### src/rtl/clk_rst_seq.sv
// rtl/clk_rst_seq.sv - programmable tick channels with staggered synchronised reset release
`timescale 1ns/1ps
module clk_rst_seq #(
    parameter int NUM_CH   = 4,
    parameter int DIV_W    = 8,
    parameter int RST_HOLD = 4,
    parameter int STAGGER  = 2
) (
    input  logic                    clock,
    input  logic                    reset_n,
    input  logic                    enable,
    input  logic [NUM_CH*DIV_W-1:0] div_i,
    input  logic [NUM_CH-1:0]       div_load,
    output logic [NUM_CH-1:0]       tick_o,
    output logic [NUM_CH-1:0]       phase_o,
    output logic [NUM_CH-1:0]       rst_n_o,
    output logic                    ready_o
);

    localparam int LAST = RST_HOLD + (NUM_CH - 1) * STAGGER - 1;
    localparam int RC_W = (LAST < 2) ? 1 : $clog2(LAST + 1);

    typedef enum logic [1:0] {S_HOLD, S_SYNC, S_COUNT, S_DONE} seq_state_t;

    seq_state_t      state, state_nxt;
    logic [1:0]      sync_ff;
    logic [RC_W-1:0] rel_cnt, rel_cnt_nxt;
    logic [RC_W-1:0] rel_pos;
    logic            rel_active;

    always_ff @(posedge clock or negedge reset_n) begin
        if (!reset_n) begin
            sync_ff <= 2'b00;
            state   <= S_HOLD;
            rel_cnt <= '0;
        end else begin
            sync_ff <= {sync_ff[0], 1'b1};
            state   <= state_nxt;
            rel_cnt <= rel_cnt_nxt;
        end
    end

    // rel_pos counts release edges from the first one where the synchroniser output is high
    always_comb begin
        state_nxt   = state;
        rel_cnt_nxt = rel_cnt;
        rel_active  = 1'b0;
        rel_pos     = '0;
        case (state)
            S_HOLD: state_nxt = S_SYNC;
            S_SYNC: begin
                if (sync_ff[1]) begin
                    rel_active = 1'b1;
                    if (LAST == 0) begin
                        state_nxt = S_DONE;
                    end else begin
                        state_nxt   = S_COUNT;
                        rel_cnt_nxt = RC_W'(1);
                    end
                end
            end
            S_COUNT: begin
                rel_active = 1'b1;
                rel_pos    = rel_cnt;
                if (rel_cnt == RC_W'(LAST)) begin
                    state_nxt = S_DONE;
                end else begin
                    rel_cnt_nxt = rel_cnt + RC_W'(1);
                end
            end
            default: state_nxt = S_DONE;
        endcase
    end

    always_ff @(posedge clock or negedge reset_n) begin
        if (!reset_n) begin
            rst_n_o <= '0;
            ready_o <= 1'b0;
        end else begin
            for (int k = 0; k < NUM_CH; k++) begin
                if (rel_active && rel_pos == RC_W'(RST_HOLD - 1 + k * STAGGER)) begin
                    rst_n_o[k] <= 1'b1;
                end
            end
            if (rel_active && rel_pos == RC_W'(LAST)) begin
                ready_o <= 1'b1;
            end
        end
    end

    for (genvar k = 0; k < NUM_CH; k++) begin : g_ch
        logic [DIV_W-1:0] cnt, cur_div, pend_div;
        logic             pend_vld, tick_r, phase_r;
        logic [DIV_W-1:0] slice;
        logic             run, wrap;

        assign slice      = div_i[k*DIV_W +: DIV_W];
        assign run        = enable && rst_n_o[k];
        assign wrap       = run && (cnt == cur_div);
        assign tick_o[k]  = tick_r;
        assign phase_o[k] = phase_r;

        always_ff @(posedge clock or negedge reset_n) begin
            if (!reset_n) begin
                cnt      <= '0;
                cur_div  <= '0;
                pend_div <= '0;
                pend_vld <= 1'b0;
                tick_r   <= 1'b0;
                phase_r  <= 1'b0;
            end else begin
                tick_r <= wrap;
                if (run) begin
                    if (wrap) begin
                        cnt     <= '0;
                        phase_r <= ~phase_r;
                    end else begin
                        cnt <= cnt + DIV_W'(1);
                    end
                end
                // A load on a wrap edge bypasses the pending slot so the next period uses it
                if (!rst_n_o[k]) begin
                    if (div_load[k]) cur_div <= slice;
                end else if (wrap) begin
                    if (div_load[k])   cur_div <= slice;
                    else if (pend_vld) cur_div <= pend_div;
                    pend_vld <= 1'b0;
                end else if (div_load[k]) begin
                    pend_div <= slice;
                    pend_vld <= 1'b1;
                end
            end
        end
    end

endmodule

### config.mk
export PLATFORM = sky130hd
export DESIGN_NAME = clk_rst_seq
export DESIGN_NICKNAME = d
export VERILOG_FILES = /design/src/rtl/clk_rst_seq.sv
export SDC_FILE = /design/constraint.sdc
export NUM_CORES = 1
export LEC_CHECK = 0
export CAP_MARGIN = 5
export CORE_ASPECT_RATIO = 0.7
export CORE_MARGIN = 2
export CORE_UTILIZATION = 45
export CTS_BUF_LIST = sky130_fd_sc_hd__clkbuf_8
export DETAILED_ROUTE_END_ITERATION = 8
export MAX_ROUTING_LAYER = met4
export SYNTH_ARGS = -nofsm -noshare
export SYNTH_HDL_FRONTEND = slang
export SYNTH_SLANG_ARGS = --single-unit
### constraint.sdc
create_clock -name clock -period 3.2 [get_ports clock]
set_input_delay 0.64 -clock clock [delete_from_list [all_inputs] [get_ports clock]]
set_output_delay 0.64 -clock clock [all_outputs]
set_load 0.01 [all_outputs]
==> flow_metrics.tcl <==
set metrics [dict create \
    reg2reg_depth 5 \
    yosysUniqueCellTypes 45 \
    cts_htree_levels 4 \
    hold_path.class "primary input to asynchronous set/reset pin" \
    syn_inst 576 \
    dp_hpwl_um 8550 \
    start_util_pct 46.8 \
    syn_area_per_cell_um2 10.8 \
    r2r-end "g_ch[0].pend_div[5]" \
    setup_viol 0 \
    numCtsBuffers 17 \
    postSynth.asyncResetShare_pct 100 \
    grt_pass1_vias 4282 \
    ant_nets 0 \
    io-pin-count 52 \
    status "finished, final reports clean" \
    clock.fmax_ghz 0.382 \
    synth-edff-count 0 \
    n_antenna_cell 0 \
    vias 4406 \
    nNetsFinal 678 \
    drc 0 \
    clockBufferDepth 2 \
    cts_root_buf "clkbuf_8" \
    viasPerCell 5.33 \
    cts_tree "built" \
    ys_seq_area_share_pct 48.2 \
    design.die.area_um2 14800 \
    ir_worst_vdd_uv 282 \
    syn-cell-area_um2 6230 \
    finalHoldViolCount 0 \
    clk_pin_slew_ns 0.08 \
    grt_usage_pct 18.2 \
    start_kind "primary input" \
    worstPathRequired_ns 3.46 \
    worstPathArrival_ns 2.88 \
    post_cts_buffers 0 \
    yosys_register_bits 120 \
    coreArea_um2 13300 \
    stdcell_count 827 \
    firstDrtPassIters 6 \
    clock_sinks 120 \
    cp_max_fo 13 \
    finalPower_mw 3.28 \
    worstMarginPinSlew_ns 0.774 \
    reg2reg_from "rst_n_o[0]" \
    drt_iter0_markers 227 \
    clock_latency_ns 0.43 \
    die_x_um 145 \
    powerDensity_nw_per_um2 450 \
    wl_per_cell_um 14.6 \
    dpl.cell_count 796 \
    end_kind "flip-flop" \
    grt_pass1_wl_um 20600 \
    drive_gt1_share_pct 14.6 \
    synth_warnings 0 \
    fin_setup_tns_ns 0 \
    synth_ff_type "dfrtp_1" \
    rsz0062_at_grt "false" \
    min_period_ns 2.62 \
    place_congestion 0.792 \
    postCtsResizedCells 0 \
    p_leak_nw 3.56 \
    overflow 0 \
    fin_worst_skew_ns 0.0149 \
    rows 35 \
    drv_slew 0 \
    antenna_found_initial 0 \
    synthToLayoutAreaGrowth_pct 17.1 \
    wl_um 12100 \
    fp.dieH_um 102 \
    slew_headroom_pct 48.4 \
    max_cap_violations 0 \
    path_class "primary input to flip-flop" \
    holdBufCountCts 0 \
    r2r_setup_slack_ns 1.09 \
    grt_max_degree 57 \
    port_buffers 51 \
    syn-num-nets 624 \
    period_share_pct 81.7 \
]
final cells by class:
class / instances / area (µm²)
clock buffer: 21 / 289
inverter: 39 / 146
tap: 185 / 231
fill: 1209 / 6020
multi-input combinational: 388 / 2920
sequential: 120 / 3000
timing repair buffer: 64 / 618
clock inverter: 10 / 78.8
per-layer routing:
| metal | vias up | GRT usage [%] | share of wire (%) |
|---|---|---|---|
| met5 | - | - | 0 |
| met1 | 2187 | 24.5 | 51 |
| met3 | 15 | 4.03 | 2.6 |
| li1 | 2146 | - | - |
| met2 | 58 | 27.3 | 45 |
| met4 | 0 | 6.65 | 1.3 |
power by group:
group          internal (mW)  total [mW]  switching, mW
registers               1.59        1.66         0.0696
clock network          0.681        1.27          0.593
logic                  0.175       0.344          0.170
worst max-delay path by stage:
stage | from | to | slack [ns] | cells past startpoint
6_report | enable | g_ch[1].cur_div[2] | 0.58 | 5
5_1_grt | enable | g_ch[1].cur_div[2] | 0.49 | 5
4_1_cts | enable | g_ch[1].cur_div[2] | 0.66 | 5
3_5_place_dp | enable | g_ch[1].cur_div[2] | 0.18 | 5
3_3_place_gp | enable | g_ch[1].cur_div[0] | 0.32 | 5
2_1_floorplan | enable | g_ch[0].pend_div[0] | 1.30 | 6
cell usage in the layout, fill, tap and decap left out, types with 3 or more instances in the layout:
cell type,count
dfrtp_1,120
nand2_1,51
clkdlybuf4s50_1,50
mux2_2,40
nor2_1,39
inv_1,38
xnor2_1,35
mux2i_1,34
xor2_1,24
a221oi_1,23
clkbuf_8,21
o211a_1,19
nand4_1,15
a21oi_1,14
buf_4,13
o21ai_0,10
nand3_1,9
ha_1,9
nor3_1,6
a21o_1,5
nand2b_1,5
and4_1,5
and3_1,5
a211oi_1,5
a222oi_1,5
clkinv_2,5
and2_1,3
o41ai_1,3
clkinv_1,3
nor2_2,3
o22ai_1,3
kinds of logic (layout without fill, tap and decap cells):
| family | after synthesis | count (layout) | share of synthesized area (%) |
|---|---|---|---|
| AOI/OAI and AO/OA | 93 | 93 | 11.8 |
| xor gates and xnor gates | 59 | 59 | 8.30 |
| adders and majority gates | 9 | 9 | 1.81 |
| buffers and inverters | 68 | 134 | 4.80 |
| DFF | 120 | 120 | 48.2 |
| muxes | 74 | 74 | 12.7 |
| other | 1 | 1 | 0.0602 |
| and+or+nand+nor | 152 | 152 | 12.3 |
flip-flops by register name, summed over array words and instances, names as in the netlist:
signal and count:
g_ch.cur_div 32, g_ch.pend_vld 4, ready_o 1, rel_cnt 4, g_ch.tick_r 4, g_ch.pend_div 32, state 2, rst_n_o 3
g_ch.cnt 32, sync_ff 2, g_ch.phase_r 4
worst max-delay path, cell delays in order:
cell             delay [ns]
clkdlybuf4s50_1        0.80
nand2_1                0.25
nor4_4                 0.40
nor2b_1                0.58
a222oi_1               0.19
cell usage after synthesis, drive strengths merged (2+ instances only):
master    n  area [µm²]
nand3     9        45.0
xnor2    35         307
a211oi    5        37.5
nand4    15        93.8
clkbuf    8        30.0
buf      21         123
xor2     24         210
ha        9         113
mux2     40         450
a21o      5        37.5
nor2b     2        12.5
nor3      8        50.1
o41ai     3        26.3
a222oi    5        50.1
nand2    51         191
clkinv    3        11.3
a31oi     2        12.5
and2      4        26.3
o22ai     4        31.3
nor4      3        46.3
a21oi    14        70.1
dfrtp   120        3000
a221oi   23         201
o211a    19         190
mux2i    34         340
and4      5        43.8
and3      5        31.3
nand2b    5        31.3
inv      36         135
nor2     42         165
o21ai    10        50.1
per-stage QoR:
step           hold slack (ns)  area [µm²]  util (%)  setup slack (ns)
6_report                 0.228        7290      54.8             0.584
2_1_floorplan            0.331        6230         -              1.30
5_1_grt                  0.261        7290      54.8             0.486
3_3_place_gp             0.332        6920      52.0             0.316
4_1_cts                  0.248        7290      54.8             0.659
3_5_place_dp             0.335        6920      52.0             0.184
Note: power is estimated with default switching activity, not from simulation.
